<file path="src/rtl/scancode_history_pkg.sv">
//==============================================================================
// Module  : kbd_disp_pkg
// Purpose : Shared display constants and the hex-to-seven-segment decode used
//           by the keyboard front-end display blocks.
// Ports   : none (package)
// Rev     : 1.0  initial release
//==============================================================================
`default_nettype none

package kbd_disp_pkg;

  // All segments off on an active-low display
  localparam logic [6:0] SEG_BLANK = 7'h7F;

  // Active-low segment pattern, bit order {g,f,e,d,c,b,a}
  function automatic logic [6:0] hex_to_seg(input logic [3:0] nib);
    logic [6:0] seg;
    case (nib)
      4'h0: seg = 7'h40;
      4'h1: seg = 7'h79;
      4'h2: seg = 7'h24;
      4'h3: seg = 7'h30;
      4'h4: seg = 7'h19;
      4'h5: seg = 7'h12;
      4'h6: seg = 7'h02;
      4'h7: seg = 7'h78;
      4'h8: seg = 7'h00;
      4'h9: seg = 7'h10;
      4'hA: seg = 7'h08;
      4'hB: seg = 7'h03;
      4'hC: seg = 7'h46;
      4'hD: seg = 7'h21;
      4'hE: seg = 7'h06;
      default: seg = 7'h0E;
    endcase
    return seg;
  endfunction

endpackage

`default_nettype wire

</file>
<file path="src/rtl/scancode_history_if.sv">
//==============================================================================
// Module  : scancode_history_if
// Purpose : Scancode capture bundle from the receiver to the history buffer.
// Signals : code       - scancode, valid with new_code
//           make_break - flag stored alongside the code
//           new_code   - one-cycle capture strobe
// Rev     : 1.0  initial release
//==============================================================================
`default_nettype none

interface scancode_history_if #(
  parameter int CODE_W = 8
);
  logic [CODE_W-1:0] code;
  logic              make_break;
  logic              new_code;

  modport master (output code, output make_break, output new_code);
  modport slave  (input  code, input  make_break, input  new_code);
endinterface

`default_nettype wire

</file>
<file path="src/rtl/hist_ring.sv">
//==============================================================================
// Module  : hist_ring
// Purpose : DEPTH-entry ring of {flag, code} with write pointer and saturating
//           valid count, plus NRD age-indexed read ports (age 0 = newest).
// Ports   : clk, rst_n            - clock, async active-low reset
//           wr_en/wr_flag/wr_code - write port
//           clr                   - empty the ring (priority over wr_en)
//           rd_age[]              - per-port age to read
//           rd_valid/flag/code[]  - per-port read result
//           count, count_nxt      - current and next valid-entry count
// Rev     : 1.0  initial release
//==============================================================================
`default_nettype none

module hist_ring #(
  parameter int CODE_W = 8,
  parameter int DEPTH  = 16,
  parameter int NRD    = 10,
  parameter int CW     = 5,
  parameter int AGE_W  = 6
) (
  input  wire logic                             clk,
  input  wire logic                             rst_n,
  input  wire logic                             wr_en,
  input  wire logic                             clr,
  input  wire logic                             wr_flag,
  input  wire logic [CODE_W-1:0]                wr_code,
  input  wire logic [NRD-1:0][AGE_W-1:0]        rd_age,
  output logic      [NRD-1:0]                   rd_valid,
  output logic      [NRD-1:0]                   rd_flag,
  output logic      [NRD-1:0][CODE_W-1:0]       rd_code,
  output logic      [CW-1:0]                    count,
  output logic      [CW-1:0]                    count_nxt
);

  localparam int AW = $clog2(DEPTH);

  // Storage is intentionally not reset; count masks stale entries
  logic [CODE_W:0] mem_q [DEPTH];
  logic [AW-1:0]   wptr_q, wptr_d;
  logic [CW-1:0]   count_q, count_d;

  always_comb begin
    wptr_d  = wptr_q;
    count_d = count_q;
    if (clr) begin
      wptr_d  = '0;
      count_d = '0;
    end else if (wr_en) begin
      wptr_d = wptr_q + AW'(1);
      if (count_q != CW'(DEPTH)) count_d = count_q + CW'(1);
    end
  end

  always_ff @(posedge clk or negedge rst_n) begin
    if (!rst_n) begin
      wptr_q  <= '0;
      count_q <= '0;
    end else begin
      wptr_q  <= wptr_d;
      count_q <= count_d;
    end
  end

  always_ff @(posedge clk) begin
    if (wr_en && !clr) mem_q[wptr_q] <= {wr_flag, wr_code};
  end

  generate
    for (genvar r = 0; r < NRD; r++) begin : g_rd
      logic [AW-1:0]   idx;
      logic [CODE_W:0] ent;
      // Modulo-DEPTH wrap falls out of the AW-bit truncation
      assign idx         = wptr_q - AW'(1) - rd_age[r][AW-1:0];
      assign ent         = mem_q[idx];
      assign rd_valid[r] = rd_age[r] < AGE_W'(count_q);
      assign rd_flag[r]  = ent[CODE_W];
      assign rd_code[r]  = ent[CODE_W-1:0];
    end
  endgenerate

  assign count     = count_q;
  assign count_nxt = count_d;

endmodule

`default_nettype wire

</file>
<file path="src/rtl/scancode_history.sv">
//==============================================================================
// Module  : scancode_history
// Purpose : Scancode history buffer with a scrollable seven-segment window,
//           per-entry make/break LEDs, freeze, clear and lost-code flag.
// Ports   : clk, rst_n           - clock, async active-low reset
//           kbd (slave)          - code / make_break / new_code capture
//           scroll_up/scroll_dn  - view older / newer entries (pulses)
//           freeze, clear        - drop incoming codes / empty history
//           hex, led             - active-low digits, make/break flags
//           count, at_live, lost - status
// Rev     : 1.0  initial release
//==============================================================================
`default_nettype none

module scancode_history
  import kbd_disp_pkg::*;
#(
  parameter  int CODE_W = 8,
  parameter  int DEPTH  = 16,
  parameter  int NDIG   = 6,
  parameter  int NLED   = 10,
  localparam int WIN    = NDIG * 4 / CODE_W,
  localparam int CW     = $clog2(DEPTH + 1)
) (
  input  wire logic            clk,
  input  wire logic            rst_n,
  scancode_history_if.slave    kbd,
  input  wire logic            scroll_up,
  input  wire logic            scroll_dn,
  input  wire logic            freeze,
  input  wire logic            clear,
  output logic [7*NDIG-1:0]    hex,
  output logic [NLED-1:0]      led,
  output logic [CW-1:0]        count,
  output logic                 at_live,
  output logic                 lost
);

  localparam int DPS   = CODE_W / 4;              // digits per entry
  localparam int NRD   = (WIN > NLED) ? WIN : NLED;
  localparam int AGE_W = CW + 1;

  logic                        wr_en;
  logic [CW-1:0]               count_nxt;
  logic [CW-1:0]               maxofs;
  logic [CW-1:0]               ofs_q, ofs_d;
  logic                        lost_q, lost_d;
  logic [NRD-1:0][AGE_W-1:0]   rd_age;
  logic [NRD-1:0]              rd_valid, rd_flag;
  logic [NRD-1:0][CODE_W-1:0]  rd_code;
  logic                        unused_rd;

  assign wr_en = kbd.new_code & ~freeze & ~clear;

  hist_ring #(
    .CODE_W (CODE_W),
    .DEPTH  (DEPTH),
    .NRD    (NRD),
    .CW     (CW),
    .AGE_W  (AGE_W)
  ) u_ring (
    .clk       (clk),
    .rst_n     (rst_n),
    .wr_en     (wr_en),
    .clr       (clear),
    .wr_flag   (kbd.make_break),
    .wr_code   (kbd.code),
    .rd_age    (rd_age),
    .rd_valid  (rd_valid),
    .rd_flag   (rd_flag),
    .rd_code   (rd_code),
    .count     (count),
    .count_nxt (count_nxt)
  );

  // Scroll limit uses the post-write count so a write and scroll in one cycle
  // see the grown history
  assign maxofs = (count_nxt > CW'(WIN)) ? count_nxt - CW'(WIN) : '0;

  always_comb begin
    ofs_d = ofs_q;
    if (clear) begin
      ofs_d = '0;
    end else begin
      // Off-live view tracks its entries as new codes push them older
      if (wr_en && (ofs_q != '0))
        ofs_d = (ofs_q < maxofs) ? ofs_q + CW'(1) : maxofs;
      if (scroll_up && !scroll_dn && (ofs_d < maxofs))
        ofs_d = ofs_d + CW'(1);
      else if (scroll_dn && !scroll_up && (ofs_d != '0))
        ofs_d = ofs_d - CW'(1);
    end
  end

  always_comb begin
    lost_d = lost_q;
    if (clear)                      lost_d = 1'b0;
    else if (kbd.new_code & freeze) lost_d = 1'b1;
  end

  always_ff @(posedge clk or negedge rst_n) begin
    if (!rst_n) begin
      ofs_q  <= '0;
      lost_q <= 1'b0;
    end else begin
      ofs_q  <= ofs_d;
      lost_q <= lost_d;
    end
  end

  generate
    for (genvar r = 0; r < NRD; r++) begin : g_age
      assign rd_age[r] = AGE_W'(ofs_q) + AGE_W'(r);
    end

    for (genvar j = 0; j < WIN; j++) begin : g_slot
      for (genvar k = 0; k < DPS; k++) begin : g_dig
        assign hex[7*(j*DPS+k) +: 7] = rd_valid[j] ? hex_to_seg(rd_code[j][4*k +: 4])
                                                   : SEG_BLANK;
      end
    end

    for (genvar i = 0; i < NLED; i++) begin : g_led
      assign led[i] = rd_valid[i] & rd_flag[i];
    end
  endgenerate

  // Read ports beyond the window / LED range carry data nobody displays
  assign unused_rd = ^{rd_code, rd_flag};

  assign at_live = (ofs_q == '0);
  assign lost    = lost_q;

endmodule

`default_nettype wire

</file>
<file path="src/flat_wrapper.sv">
// flat-port wrapper written by rule: the top's interface ports become plain ports
module scancode_history_flat import kbd_disp_pkg::*;
#(
  parameter  int CODE_W = 8,
  parameter  int DEPTH  = 16,
  parameter  int NDIG   = 6,
  parameter  int NLED   = 10,
  localparam int WIN    = NDIG * 4 / CODE_W,
  localparam int CW     = $clog2(DEPTH + 1)
)
  (clk, rst_n, scroll_up, scroll_dn, freeze, clear, hex, led, count, at_live, lost, kbd_code, kbd_make_break, kbd_new_code);
  scancode_history_if #(.CODE_W(CODE_W)) kbd_i ();
  input  wire logic clk;
  input  wire logic rst_n;
  input  wire logic scroll_up;
  input  wire logic scroll_dn;
  input  wire logic freeze;
  input  wire logic clear;
  output logic [7*NDIG-1:0] hex;
  output logic [NLED-1:0] led;
  output logic [CW-1:0] count;
  output logic at_live;
  output logic lost;
  input wire logic [$bits(kbd_i.code)-1:0] kbd_code;
  input wire logic [$bits(kbd_i.make_break)-1:0] kbd_make_break;
  input wire logic [$bits(kbd_i.new_code)-1:0] kbd_new_code;
  assign kbd_i.code = kbd_code;
  assign kbd_i.make_break = kbd_make_break;
  assign kbd_i.new_code = kbd_new_code;
  scancode_history #(.CODE_W(CODE_W), .DEPTH(DEPTH), .NDIG(NDIG), .NLED(NLED)) u_core (.clk(clk), .rst_n(rst_n), .kbd(kbd_i), .scroll_up(scroll_up), .scroll_dn(scroll_dn), .freeze(freeze), .clear(clear), .hex(hex), .led(led), .count(count), .at_live(at_live), .lost(lost));
endmodule
</file>
<file path="config.mk">
export PLATFORM = sky130hd
export DESIGN_NAME = scancode_history_flat
export DESIGN_NICKNAME = d
export VERILOG_FILES = /design/src/rtl/scancode_history_pkg.sv /design/src/rtl/scancode_history_if.sv /design/src/rtl/hist_ring.sv /design/src/rtl/scancode_history.sv /design/src/flat_wrapper.sv
export SDC_FILE = /design/constraint.sdc
export NUM_CORES = 1
export LEC_CHECK = 0
export ABC_AREA = 1
export CAP_MARGIN = 20
export CORE_ASPECT_RATIO = 0.7
export CORE_UTILIZATION = 50
export DETAILED_ROUTE_END_ITERATION = 10
export PLACE_DENSITY = 0.71
export SETUP_SLACK_MARGIN = 0.15
export SYNTH_ARGS = -nofsm -noshare
export SYNTH_HDL_FRONTEND = slang
export SYNTH_SLANG_ARGS = --single-unit
</file>
<file path="constraint.sdc">
create_clock -name clk -period 4.85 [get_ports clk]
set_input_delay 0.485 -clock clk [delete_from_list [all_inputs] [get_ports clk]]
set_output_delay 0.485 -clock clk [all_outputs]
set_load 0.03 [all_outputs]
</file>
# After elaboration in Yosys (flattened, before gate mapping)
# Memories as Yosys holds them, arrays and structs flattened.
# Index checks and enable logic that the tools add are counted.
[word_totals] ff_bits=15 latch_bits=0 mem_bits_rw=144 romBits=672 in_bits=16 output_inout_bits=59 wordCells=102 n_memories=7
[memory_table] memory="u_core.u_ring.mem_q" words=16 word_bits=9 rd=10 rd_clocked_by_memory_dff=0 wr=1 line="hist_ring.sv:39" text="logic [CODE_W:0] mem_q [DEPTH];"
[memory_table] memory="(name not given)" words=16 word_bits=7 rd=1 rd_clocked_by_memory_dff=0 wr=0 line="scancode_history_pkg.sv:18" text="case (nib)"
[memory_table] memory="(name not given)" words=16 word_bits=7 rd=1 rd_clocked_by_memory_dff=0 wr=0 line="scancode_history_pkg.sv:18"
[memory_table] memory="(name not given)" words=16 word_bits=7 rd=1 rd_clocked_by_memory_dff=0 wr=0 line="scancode_history_pkg.sv:18"
[memory_table] memory="(name not given)" words=16 word_bits=7 rd=1 rd_clocked_by_memory_dff=0 wr=0 line="scancode_history_pkg.sv:18"
[memory_table] memory="(name not given)" words=16 word_bits=7 rd=1 rd_clocked_by_memory_dff=0 wr=0 line="scancode_history_pkg.sv:18"
[memory_table] memory="+1 memories"
[op_classes] addsub=26 multipliers=0 div_mod_pow=0 magnitude_cmp=13 n_eq_ne=1 n_shift=0 muxes=22 bitwise_logic=15 n_reduce_logical=14
[ops] cell="less-than comparator 6 x 5 -> 1 bit" n=9
[ops] cell="2-to-1 mux 5 bit" n=10
[ops] cell="2-to-1 mux 7 bit" n=6
[ops] cell="subtractor 4 bit" n=10
[ops] cell="adder 5 x 3 -> 6 bit (second input constant)" n=4
[ops] cell="adder 5 x 1 -> 5 bit (second input constant)" n=3
[ops] cell="less-than comparator 5 bit" n=3
[ops] cell="AND 1 bit" n=13
[ops] cell="adder 5 x 2 -> 6 bit (second input constant)" n=2
[ops] cell="adder 5 x 4 -> 6 bit (second input constant)" n=2
[ops] cell="nonzero test 5 bit" n=2
[ops] cell="2-to-1 mux 4 bit" n=2
[ops] cell="adder 5 x 1 -> 6 bit (second input constant)" n=1
[ops] cell="logical AND 1 bit" n=6
[ops] cell="> comparator 5 x 2 -> 1 bit (second input constant)" n=1
[ops] cell="logical NOT 5 bit" n=1
[ops] cell="!= test 5 bit (second input constant)" n=1
[ops] cell="subtractor 5 x 1 -> 5 bit (second input constant)" n=1
[ops] cell="subtractor 5 x 2 -> 5 bit (second input constant)" n=1
[ops] cell="adder 4 x 1 -> 4 bit (second input constant)" n=1
[ops] cell="2-to-1 mux 1 bit" n=4
[ops] cell="nonzero test 2 bit" n=2
[ops] cell="subtractor 4 x 1 -> 4 bit (second input constant)" n=1
[ops] cell="logical NOT 1 bit" n=3
[ops] cell="inverter 1 bit" n=2

# Depth between registers and ports, before layout
# Gate-level depths: netlist (run 1).
[depth] ltp_word=16 depth_mapped=35 mapped_depth_nobuf=35

# Cells and area by module
# A second synthesis (run 1) with hierarchy kept.
[hier_totals] cells_unflattened=4811 area_unflattened_um2=26362.8
[modules_own_cells] module="hist_ring" instances=1 cells_per_inst=4324 area_each_um2=23426.2 seq_area_each_um2=4549.4
[modules_own_cells] module="scancode_history" instances=1 cells_per_inst=487 area_each_um2=2936.6 seq_area_each_um2=150.1

# Least setup slack after synthesis (run 1)
# OpenSTA, ideal clock, no wires.
[synth_timing] kind="flip-flop to flip-flop" startpoint="register u_core.u_ring.count_q[1] (netlist: u_core.u_ring.count[1])" endpoint="register u_core.ofs_q[3]" setup_time_ps=119 t_arrival_ps=4746 required_ps=4731 slack_ps=-15 stages_incl_launch_ff=35 path_buffers=0 synth_period_minus_slack_ps=4865 cell_sequence="dfrtp_1 > inv_1 > ha_1 > nand2_1 > inv_1 > nand2_2 > a21oi_2 > nor2_8 > ha_1 > inv_1 > nand3_4 > nand2_4 > inv_2 > nor2_1 > inv_1 > ha_1 > a21oi_1 > nor2_1 > a211oi_1 > nand2_4 > nand2_1 > nand3_1 > nand2_2 > inv_1 > ha_1 > a21oi_1 > o21bai_1 > a21oi_1 > inv_1 > a21oi_2 > nand2_1 > nand2_1 > nand3_1 > nand2_1 > nor2_1"
[synth_via] elab_chain_len=15 word_cells_on_any_way=21 classes_between="add/sub (4); order compare (3); eq/ne (1); mux (10); reduce/logical (3)"
[synth_lines] item="start: declaration" line="hist_ring.sv:41" text="logic [CW-1:0] count_q, count_d;"
[synth_lines] item="start signal: assignment" line="hist_ring.sv:61" text="count_q <= count_d;"
[synth_lines] item="!= test 5 bit *" line="hist_ring.sv:51" text="if (count_q != CW'(DEPTH)) count_d = count_q + CW'(1);"
[synth_lines] item="2-to-1 mux 5 bit *" line="hist_ring.sv:51"
[synth_lines] item="2-to-1 mux 5 bit *" line="hist_ring.sv:49" text="end else if (wr_en) begin"
[synth_lines] item="2-to-1 mux 5 bit *" line="hist_ring.sv:46" text="if (clr) begin"
[synth_lines] item="via u_core.count_nxt[0]" line="scancode_history.sv:44" text="logic [CW-1:0] count_nxt;"
[synth_lines] item="subtractor 5 x 2 -> 5 bit / > comparator 5 x 2 -> 1 bit (equally long branches)" line="scancode_history.sv:78" text="assign maxofs = (count_nxt > CW'(WIN)) ? count_nxt - CW'(WIN) : '0;"
[synth_lines] item="2-to-1 mux 5 bit *" line="scancode_history.sv:78"
[synth_lines] item="parallel branches: the longest is 7 deep, another holds less-than comparator 5 bit"
[synth_lines] item="2-to-1 mux 5 bit *" line="scancode_history.sv:88" text="if (scroll_up && !scroll_dn && (ofs_d < maxofs))"
[synth_lines] item="2-to-1 mux 5 bit *" line="scancode_history.sv:82" text="if (clear) begin"
[synth_lines] item="via u_core.ofs_d[3]" line="scancode_history.sv:46" text="logic [CW-1:0] ofs_q, ofs_d;"
[synth_lines] item="end signal: assignment" line="scancode_history.sv:106" text="ofs_q <= ofs_d;"
[synth_lines] item="end: declaration" line="scancode_history.sv:46"
# Mark *: on every way through the listed nets, which the timed path passes. The select of a mux whose other input is x is not followed.
# A chain may end at the register's enable or synchronous reset.

# Final worst setup path (run 1)
[layout_timing] startpoint="register u_core.u_ring.wptr_q[1]" endpoint="output hex[3]"
[layout_via] elab_chain_len=5
[layout_lines] item="start: declaration" line="hist_ring.sv:40" text="logic [AW-1:0] wptr_q, wptr_d;"
[layout_lines] item="start signal: assignment" line="hist_ring.sv:60" text="wptr_q <= wptr_d;"
[layout_lines] item="subtractor 4 x 1 -> 4 bit" line="hist_ring.sv:74" text="assign idx = wptr_q - AW'(1) - rd_age[r][AW-1:0];"
[layout_lines] item="subtractor 4 bit" line="hist_ring.sv:74"
[layout_lines] item="memory (16 x 9 bit)"
[layout_lines] item="memory (16 x 7 bit)"
[layout_lines] item="2-to-1 mux 7 bit" line="scancode_history.sv:118" text="assign hex[7*(j*DPS+k) +: 7] = rd_valid[j] ? hex_to_seg(rd_code[j][4*k +: 4])"
[layout_lines] item="end: declaration" line="flat_wrapper.sv:19" text="output logic [7*NDIG-1:0] hex;"
# Every way passes these cells.

==> results.rst, run 1 <==
.. list-table::
   :header-rows: 1

   * - Metric
     - Value
   * - TNS Setup
     - 0 ns
   * - Largest buffer count on any clock path
     - 2
   * - Width of the die
     - between 150 and 200 um
   * - Area Growth Syn to Fin
     - 20.1%
   * - Worst clock skew
     - 0.0102 ns
   * - Distinct cell type count after synthesis
     - 48
   * - Detailed Routing Iterations Pass 1
     - 8
   * - Clock tree from TritonCTS
     - done
   * - Number of sinks on the clock net
     - approximately 160
   * - Seq/Total Area, Yosys
     - between 30 and 40%
   * - Routed wire per std cell
     - about 19 um
   * - Final worst path period need
     - 4.56 ns
   * - Unrepaired setup endpoints after global routing
     - yes
   * - Critical path data required time
     - between 4 and 5 ns
   * - Vert. Die Dim
     - about 140 um
   * - PnR worst setup slack
     - between 0.2 and 0.3 ns
   * - Area share of the largest cell type after synthesis
     - about a third
   * - Post-DR vias/cell
     - 5.74
   * - Worst hold slack across all endpoints
     - 0.504 ns
   * - Worst slack, placed
     - between 0.03 and 0.04 ns
   * - Leading cell type in the layout, fill and taps excluded
     - sky130_fd_sc_hd__nand2_1
   * - H-tree lvl count
     - 4
   * - Number of cells produced by synthesis
     - 1728
   * - Top_reg_cell synth
     - sky130_fd_sc_hd__edfxtp_1
   * - Startpoint type of the worst setup path
     - register
   * - Total count of hold-check failures in the final report
     - 0
   * - Initial core utilization
     - 51.0%
   * - FFs w/ async S/R, synth
     - 9.43%
   * - Post-route clock period utilization
     - 94.0%
   * - Highest Clock Rate
     - 219 MHz
   * - Post-Syn Area per Cell
     - 7.59 um^2
   * - WP data arrival
     - 4.07 ns
   * - Kind of critical path
     - reg -> out
   * - Iteration-0 DRC count of the detailed router
     - 1792
   * - IO buf count
     - 74
   * - Via count of the first global-routing pass
     - between 10000 and 15000
   * - Commonest cells after routing, fill and taps aside
     - sky130_fd_sc_hd__nand2_1, sky130_fd_sc_hd__o21ai_0, sky130_fd_sc_hd__inv_1
   * - Syn_nets
     - roughly 1900
   * - Total detailed-routing wirelength
     - 41.6 mm
   * - Sum of overflow across all layers after global routing
     - 0
   * - HP Class
     - in -> async
   * - YS warnings
     - 0
   * - Via count of the routed design
     - between 10000 and 15000
   * - Setup violations, final
     - 0
   * - Final Cell Area
     - roughly 16000 um^2
   * - DRC violation count after routing
     - 0
   * - Post-detailed-route count of antenna-violating nets
     - 0
   * - Total routing resource utilization after global routing
     - 30.5%
   * - EDFF count, synth
     - 144
   * - Wire length of the first global-routing pass
     - ~60 mm
   * - Mapped cell area
     - approximately 13000 um^2
   * - Reported max-cap violation count
     - 0
   * - Number of CTS-inserted buffers
     - 17
   * - Placeable core region
     - 25700 um^2
   * - Maximum number of pins on one net before global-route repair
     - 73
   * - Layout net count
     - 2006
   * - Post-detail-place hpwl
     - between 20 and 30 mm
   * - Relative slew slack
     - 35.3%
   * - Result of the run
     - completed
   * - Cell types with the largest area share after synthesis
     - sky130_fd_sc_hd__edfxtp_1, sky130_fd_sc_hd__ha_1, sky130_fd_sc_hd__o21ai_0
   * - Floorplan row count
     - 49
   * - Worst skew pair latency
     - 0.43 ns
   * - RePlAce Congestion
     - 0.947
   * - Die Area
     - 26900 um^2
   * - Post-placement cell area
     - 14700 um^2
   * - Share of final-layout standard cells stronger than drive strength 1
     - 15.9%
   * - Number of synthesized register bits
     - 159
   * - Transition at the pin with the smallest max-transition slack
     - approximately 0.96 ns
   * - Crit path capture type
     - output pin
   * - Final antenna diode count
     - 0
   * - I/O Pins
     - between 70 and 80
   * - Leading area contributor after synthesis
     - sky130_fd_sc_hd__edfxtp_1
   * - Highest fanout seen on the critical path
     - 5
   * - Clock root buffer master
     - sky130_fd_sc_hd__clkbuf_16
   * - Clock-pin slew on the worst setup and hold paths
     - 0.07 ns
   * - Worst Reg2Reg Path Length in Cells
     - 34
   * - Final Max Tran Viols
     - 0
   * - Initial antenna violation count
     - 1
stage by stage:
step,instances,utilization [%]
final,2214,61.3
after global routing,2214,61.3
after CTS,2190,59.7
after detailed placement,2152,57.1
after global placement,2152,57.1
after floorplan,1728,-
sequential cells by signal, indices dropped and copies added, names as in the netlist:
| register | flops |
|---|---|
| u_core.lost | 1 |
| u_core.u_ring.count | 5 |
| u_core.u_ring.mem_q | 144 |
| u_core.u_ring.wptr_q | 4 |
| u_core.ofs_q | 5 |
path summary, 6_finish.rpt:
check / from / end / slack, ns
worst min register to register: u_core.lost / u_core.lost / 0.51
max in group asynchronous: rst_n / u_core.u_ring.count[4] / 3.82
worst max register to register: u_core.u_ring.count[0] / u_core.ofs_q[3] / 0.51
worst min-delay path: rst_n / u_core.ofs_q[2] / 0.50
worst max-delay path: u_core.u_ring.wptr_q[1] / hex[3] / 0.29
min in group clk: u_core.lost / u_core.lost / 0.51
cell families (layout without fill, tap and decap cells):
family	after synthesis	count (layout)	share of synthesized area (%)
AND/OR/NAND/NOR	592	592	19.1
AO/OA/AOI/OAI	505	505	20.6
buffers and inverters	300	455	9.06
flip-flops	159	159	35.8
adder cells (fa/ha/maj)	120	120	11.7
XOR/XNOR	39	39	2.66
multiplexers	13	13	1.00
worst max-delay path, cell delays in order, from the launching register on:
cell and delay [ns]:
sky130_fd_sc_hd__dfrtp_1 0.42, sky130_fd_sc_hd__inv_2 0.13, sky130_fd_sc_hd__ha_4 0.25, sky130_fd_sc_hd__buf_4 0.15
sky130_fd_sc_hd__fa_2 0.40, sky130_fd_sc_hd__xnor2_2 0.21, sky130_fd_sc_hd__buf_6 0.16, sky130_fd_sc_hd__clkinvlp_4 0.15
sky130_fd_sc_hd__buf_12 0.18, sky130_fd_sc_hd__a21oi_1 0.10, sky130_fd_sc_hd__o21ai_0 0.11, sky130_fd_sc_hd__nand2_1 0.07
sky130_fd_sc_hd__inv_1 0.06, sky130_fd_sc_hd__o21ai_4 0.24, sky130_fd_sc_hd__inv_1 0.14, sky130_fd_sc_hd__ha_1 0.24
sky130_fd_sc_hd__nand2_1 0.10, sky130_fd_sc_hd__o21ai_0 0.09, sky130_fd_sc_hd__a21oi_1 0.14, sky130_fd_sc_hd__o21ai_0 0.11
sky130_fd_sc_hd__buf_4 0.18
cell type report:
| cell class | instances | area (um^2) |
|---|---|---|
| multi-input cells | 1269 | 7450 |
| flip-flops and latches | 159 | 4700 |
| clock inverters | 13 | 104 |
| well taps | 331 | 414 |
| inverters | 230 | 887 |
| fillers | 2271 | 9940 |
| repair buffers | 193 | 1760 |
| clock buffers | 19 | 433 |
repair_timing:
action,4_1_cts,5_1_grt
cloned,1,2
setup buffers,5,22
resized for setup,45,80
endpoints found under the setup margin,37,45
hold buffers,0,0
pin swaps,2,9
synth_stat cells, drive strengths merged, types with 8 or more instances:
master  count
a21oi     157
buf        31
clkbuf     39
dfrtp      15
edfxtp    144
ha        115
inv       227
mux2i      12
nand2     393
nand3      39
nor2      129
nor3       17
o211ai     16
o21ai     304
or2         8
xnor2       8
xor2       31
layer usage:
| layer | share of wire, % | wire [um] | global-route usage [%] |
|---|---|---|---|
| met1 | 45 | 18900 | 46.6 |
| met4 | 1.9 | 809 | 8.49 |
| met3 | 12 | 5150 | 6.93 |
| met5 | 0 | 0 | 0 |
| met2 | 40 | 16800 | 42.4 |
Power of run 1 is not shown: default switching activity piles up to over one toggle a cycle in this logic, so the estimate is an artifact.
==> run 2, diff against run 1 <==
--- a/config.mk
+++ b/config.mk
@@ -8,9 +8,10 @@
 export ABC_AREA = 1
 export CAP_MARGIN = 20
 export CORE_ASPECT_RATIO = 0.7
+export CORE_MARGIN = 2
 export CORE_UTILIZATION = 50
 export DETAILED_ROUTE_END_ITERATION = 10
-export PLACE_DENSITY = 0.71
+export PLACE_DENSITY = 0.69
 export SETUP_SLACK_MARGIN = 0.15
 export SYNTH_ARGS = -nofsm -noshare
 export SYNTH_HDL_FRONTEND = slang
==> constraint.sdc (replaced) <==
create_clock -name clk -period 4.4 [get_ports clk]
set_input_delay 0.44 -clock clk [delete_from_list [all_inputs] [get_ports clk]]
set_output_delay 0.44 -clock clk [all_outputs]
set_load 0.03 [all_outputs]
==> results.rst, run 2 (synthesized netlist as in run 1, its figures left out) <==
.. list-table::
   :header-rows: 1

   * - Metric
     - Value
   * - Result of the run
     - completed
   * - Via count of the first global-routing pass
     - 11715 (+6.2%)
   * - Number of CTS-inserted buffers
     - 17 (unchanged)
   * - Worst hold slack across all endpoints
     - 0.488 ns (-0.0158 ns)
   * - H-tree lvl count
     - 4 (unchanged)
   * - Worst skew pair latency
     - 0.44 ns (about the same)
   * - Leading cell type in the layout, fill and taps excluded
     - sky130_fd_sc_hd__nand2_1
   * - Flip-flop count of the largest register after layout
     - 144 (unchanged)
   * - Final worst path period need
     - 4.35 ns
   * - Area Growth Syn to Fin
     - 40.6%
   * - Final Max Tran Viols
     - 0 (unchanged)
   * - Reg with most FFs
     - u_core.u_ring.mem_q
   * - Post-DR vias/cell
     - 5.67 (-1.3%)
   * - Iteration-0 DRC count of the detailed router
     - 1677 (-6.4%)
   * - Transition at the pin with the smallest max-transition slack
     - 0.832 ns (-0.132 ns)
   * - Setup violations, final
     - 0 (unchanged)
   * - Sum of overflow across all layers after global routing
     - 0 (unchanged)
   * - Die Area
     - 27600 um^2 (+2.5%)
   * - Post-detailed-route count of antenna-violating nets
     - 0 (unchanged)
   * - Share of final-layout standard cells stronger than drive strength 1
     - 33.3% (+17 points)
   * - Clock tree from TritonCTS
     - done
   * - Vert. Die Dim
     - 139 um (+1.5%)
   * - Layout net count
     - 2150 (+7.2%)
   * - TNS Setup
     - 0 ns (unchanged)
   * - Detailed Routing Iterations Pass 1
     - 6 (-2)
   * - Critical path data required time
     - 3.96 ns (-0.41 ns)
   * - Wire length of the first global-routing pass
     - 65.7 mm (+6.4%)
   * - Total routing resource utilization after global routing
     - 31.4% (+0.89 points)
   * - Startpoint type of the worst setup path
     - register
   * - Number of buffers added to fix hold violations after cts
     - 0 (unchanged)
   * - Highest Clock Rate
     - 230 MHz
   * - Routed wire per std cell
     - 19.6 um (+4.4%)
   * - RePlAce Congestion
     - 0.939 (-0.87%)
   * - Largest buffer count on any clock path
     - 2 (unchanged)
   * - Worst clock skew
     - 0.0133 ns (+0.00308 ns)
   * - I/O Pins
     - 75 (unchanged)
   * - Clock root buffer master
     - sky130_fd_sc_hd__clkbuf_16
   * - Commonest cells after routing, fill and taps aside
     - sky130_fd_sc_hd__nand2_1, sky130_fd_sc_hd__o21ai_0, sky130_fd_sc_hd__buf_4
   * - Relative slew slack
     - 44.4% (+9.1 points)
   * - Final Cell Area
     - 18400 um^2 (+17%)
   * - DRC violation count after routing
     - 0 (unchanged)
   * - Final antenna diode count
     - 0 (unchanged)
   * - Number of sinks on the clock net
     - 159 (unchanged)
   * - WP data arrival
     - 3.91 ns (-0.16 ns)
   * - Placeable core region
     - 25700 um^2 (+0.24%)
   * - IO buf count
     - 74 (unchanged)
   * - Highest fanout seen on the critical path
     - 5 (unchanged)
   * - HP Class
     - in -> async
   * - Total count of hold-check failures in the final report
     - 0 (unchanged)
   * - Final core utilization
     - 71.6% (+10 points)
   * - Clock-pin slew on the worst setup and hold paths
     - 0.07 ns (about the same)
   * - Width of the die
     - 198 um (+1.0%)
   * - Post-detail-place hpwl
     - 32.1 mm (+8.4%)
   * - Initial antenna violation count
     - 1 (unchanged)
   * - Reported max-cap violation count
     - 0 (unchanged)
   * - Post-route clock period utilization
     - 99.0%
   * - Floorplan row count
     - 49 (unchanged)
   * - Maximum number of pins on one net before global-route repair
     - 128 (+75%)
   * - Crit path capture type
     - output pin
   * - Initial core utilization
     - 50.9% (-0.12 points)
   * - Via count of the routed design
     - 13361 (+5.1%)
   * - Total detailed-routing wirelength
     - 46.3 mm (+11%)
   * - Post-placement cell area
     - 15400 um^2 (+5.2%)
   * - Kind of critical path
     - reg -> out
   * - Unrepaired setup endpoints after global routing
     - yes
run 2: changes by cell type in the layout (fill, tap and decap cells not counted), moves of 38 or more:
cell	before	now
sky130_fd_sc_hd__buf_6	7	90
sky130_fd_sc_hd__buf_4	131	208
sky130_fd_sc_hd__o21ai_0	264	216
sky130_fd_sc_hd__inv_1	205	160
sky130_fd_sc_hd__nand2_1	374	330
sky130_fd_sc_hd__ha_1	108	66
sky130_fd_sc_hd__ha_4	4	42
run 2: final timing paths:
check / startpoint / to / slack, ns / cells past startpoint
max in group asynchronous: rst_n / u_core.u_ring.count[4] / 3.34 / 1
worst min-delay path: rst_n / u_core.u_ring.count[2] / 0.49 / 1
min in group clk: u_core.lost / u_core.lost / 0.54 / 2
worst min register to register: u_core.lost / u_core.lost / 0.54 / 2
worst max-delay path: u_core.u_ring.wptr_q[0] / hex[7] / 0.05 / 21
worst max register to register: u_core.u_ring.count[0] / u_core.ofs_q[4] / 0.19 / 36
run 2: final cells by class:
| class | count | area (um^2) |
|---|---|---|
| clock inverter | 15 | 183 |
| inverter | 230 | 928 |
| fill | 1885 | 7320 |
| clock buffer | 17 | 425 |
| multi-input combinational | 1269 | 8660 |
| timing repair buffer | 337 | 3110 |
| sequential | 159 | 4700 |
| tap | 331 | 414 |
run 2: metal layers:
layer  part of all wire, %  GRT usage [%]  vias up
met2                    42           43.7      728
met3                    12           10.1       83
met5                 0.028              0        -
li1                      -              -     6347
met4                   2.1           6.77        2
met1                    43           47.2     6201
run 2: worst max-delay path: stages, from the launching register on:
cell and delay [ns]:
sky130_fd_sc_hd__dfrtp_1 0.39, sky130_fd_sc_hd__inv_2 0.12, sky130_fd_sc_hd__ha_4 0.24, sky130_fd_sc_hd__buf_6 0.14
sky130_fd_sc_hd__fa_2 0.62, sky130_fd_sc_hd__buf_12 0.15, sky130_fd_sc_hd__clkinvlp_4 0.16, sky130_fd_sc_hd__buf_6 0.16
sky130_fd_sc_hd__buf_6 0.10, sky130_fd_sc_hd__nand2_2 0.05, sky130_fd_sc_hd__o211ai_1 0.10, sky130_fd_sc_hd__o21ai_2 0.11
sky130_fd_sc_hd__buf_4 0.15, sky130_fd_sc_hd__inv_2 0.03, sky130_fd_sc_hd__o21ai_4 0.20, sky130_fd_sc_hd__buf_6 0.15
sky130_fd_sc_hd__ha_4 0.16, sky130_fd_sc_hd__inv_4 0.04, sky130_fd_sc_hd__nor2_4 0.09, sky130_fd_sc_hd__o21ai_1 0.09
sky130_fd_sc_hd__nand3_1 0.10, sky130_fd_sc_hd__buf_6 0.14
run 2: what timing repair did:
| action | in CTS | in global routing |
|---|---|---|
| endpoints found under the hold margin | 0 | 0 |
| pin swaps | 21 | 134 |
| setup buffers | 28 | 48 |
| endpoints found under the setup margin | 48 | 49 |
| gates cloned | 1 | 0 |
| resized for setup | 114 | 428 |
run 2: through the flow:
stage | setup WS (ns) | cells
2_1_floorplan | 0.0996 | 1728
3_3_place_gp | -0.189 | 2248
3_5_place_dp | -0.246 | 2249
4_1_cts | 0.0912 | 2310
5_1_grt | -0.0881 | 2358
6_report | 0.0451 | 2358
Power of run 2 is left out for the same reason.
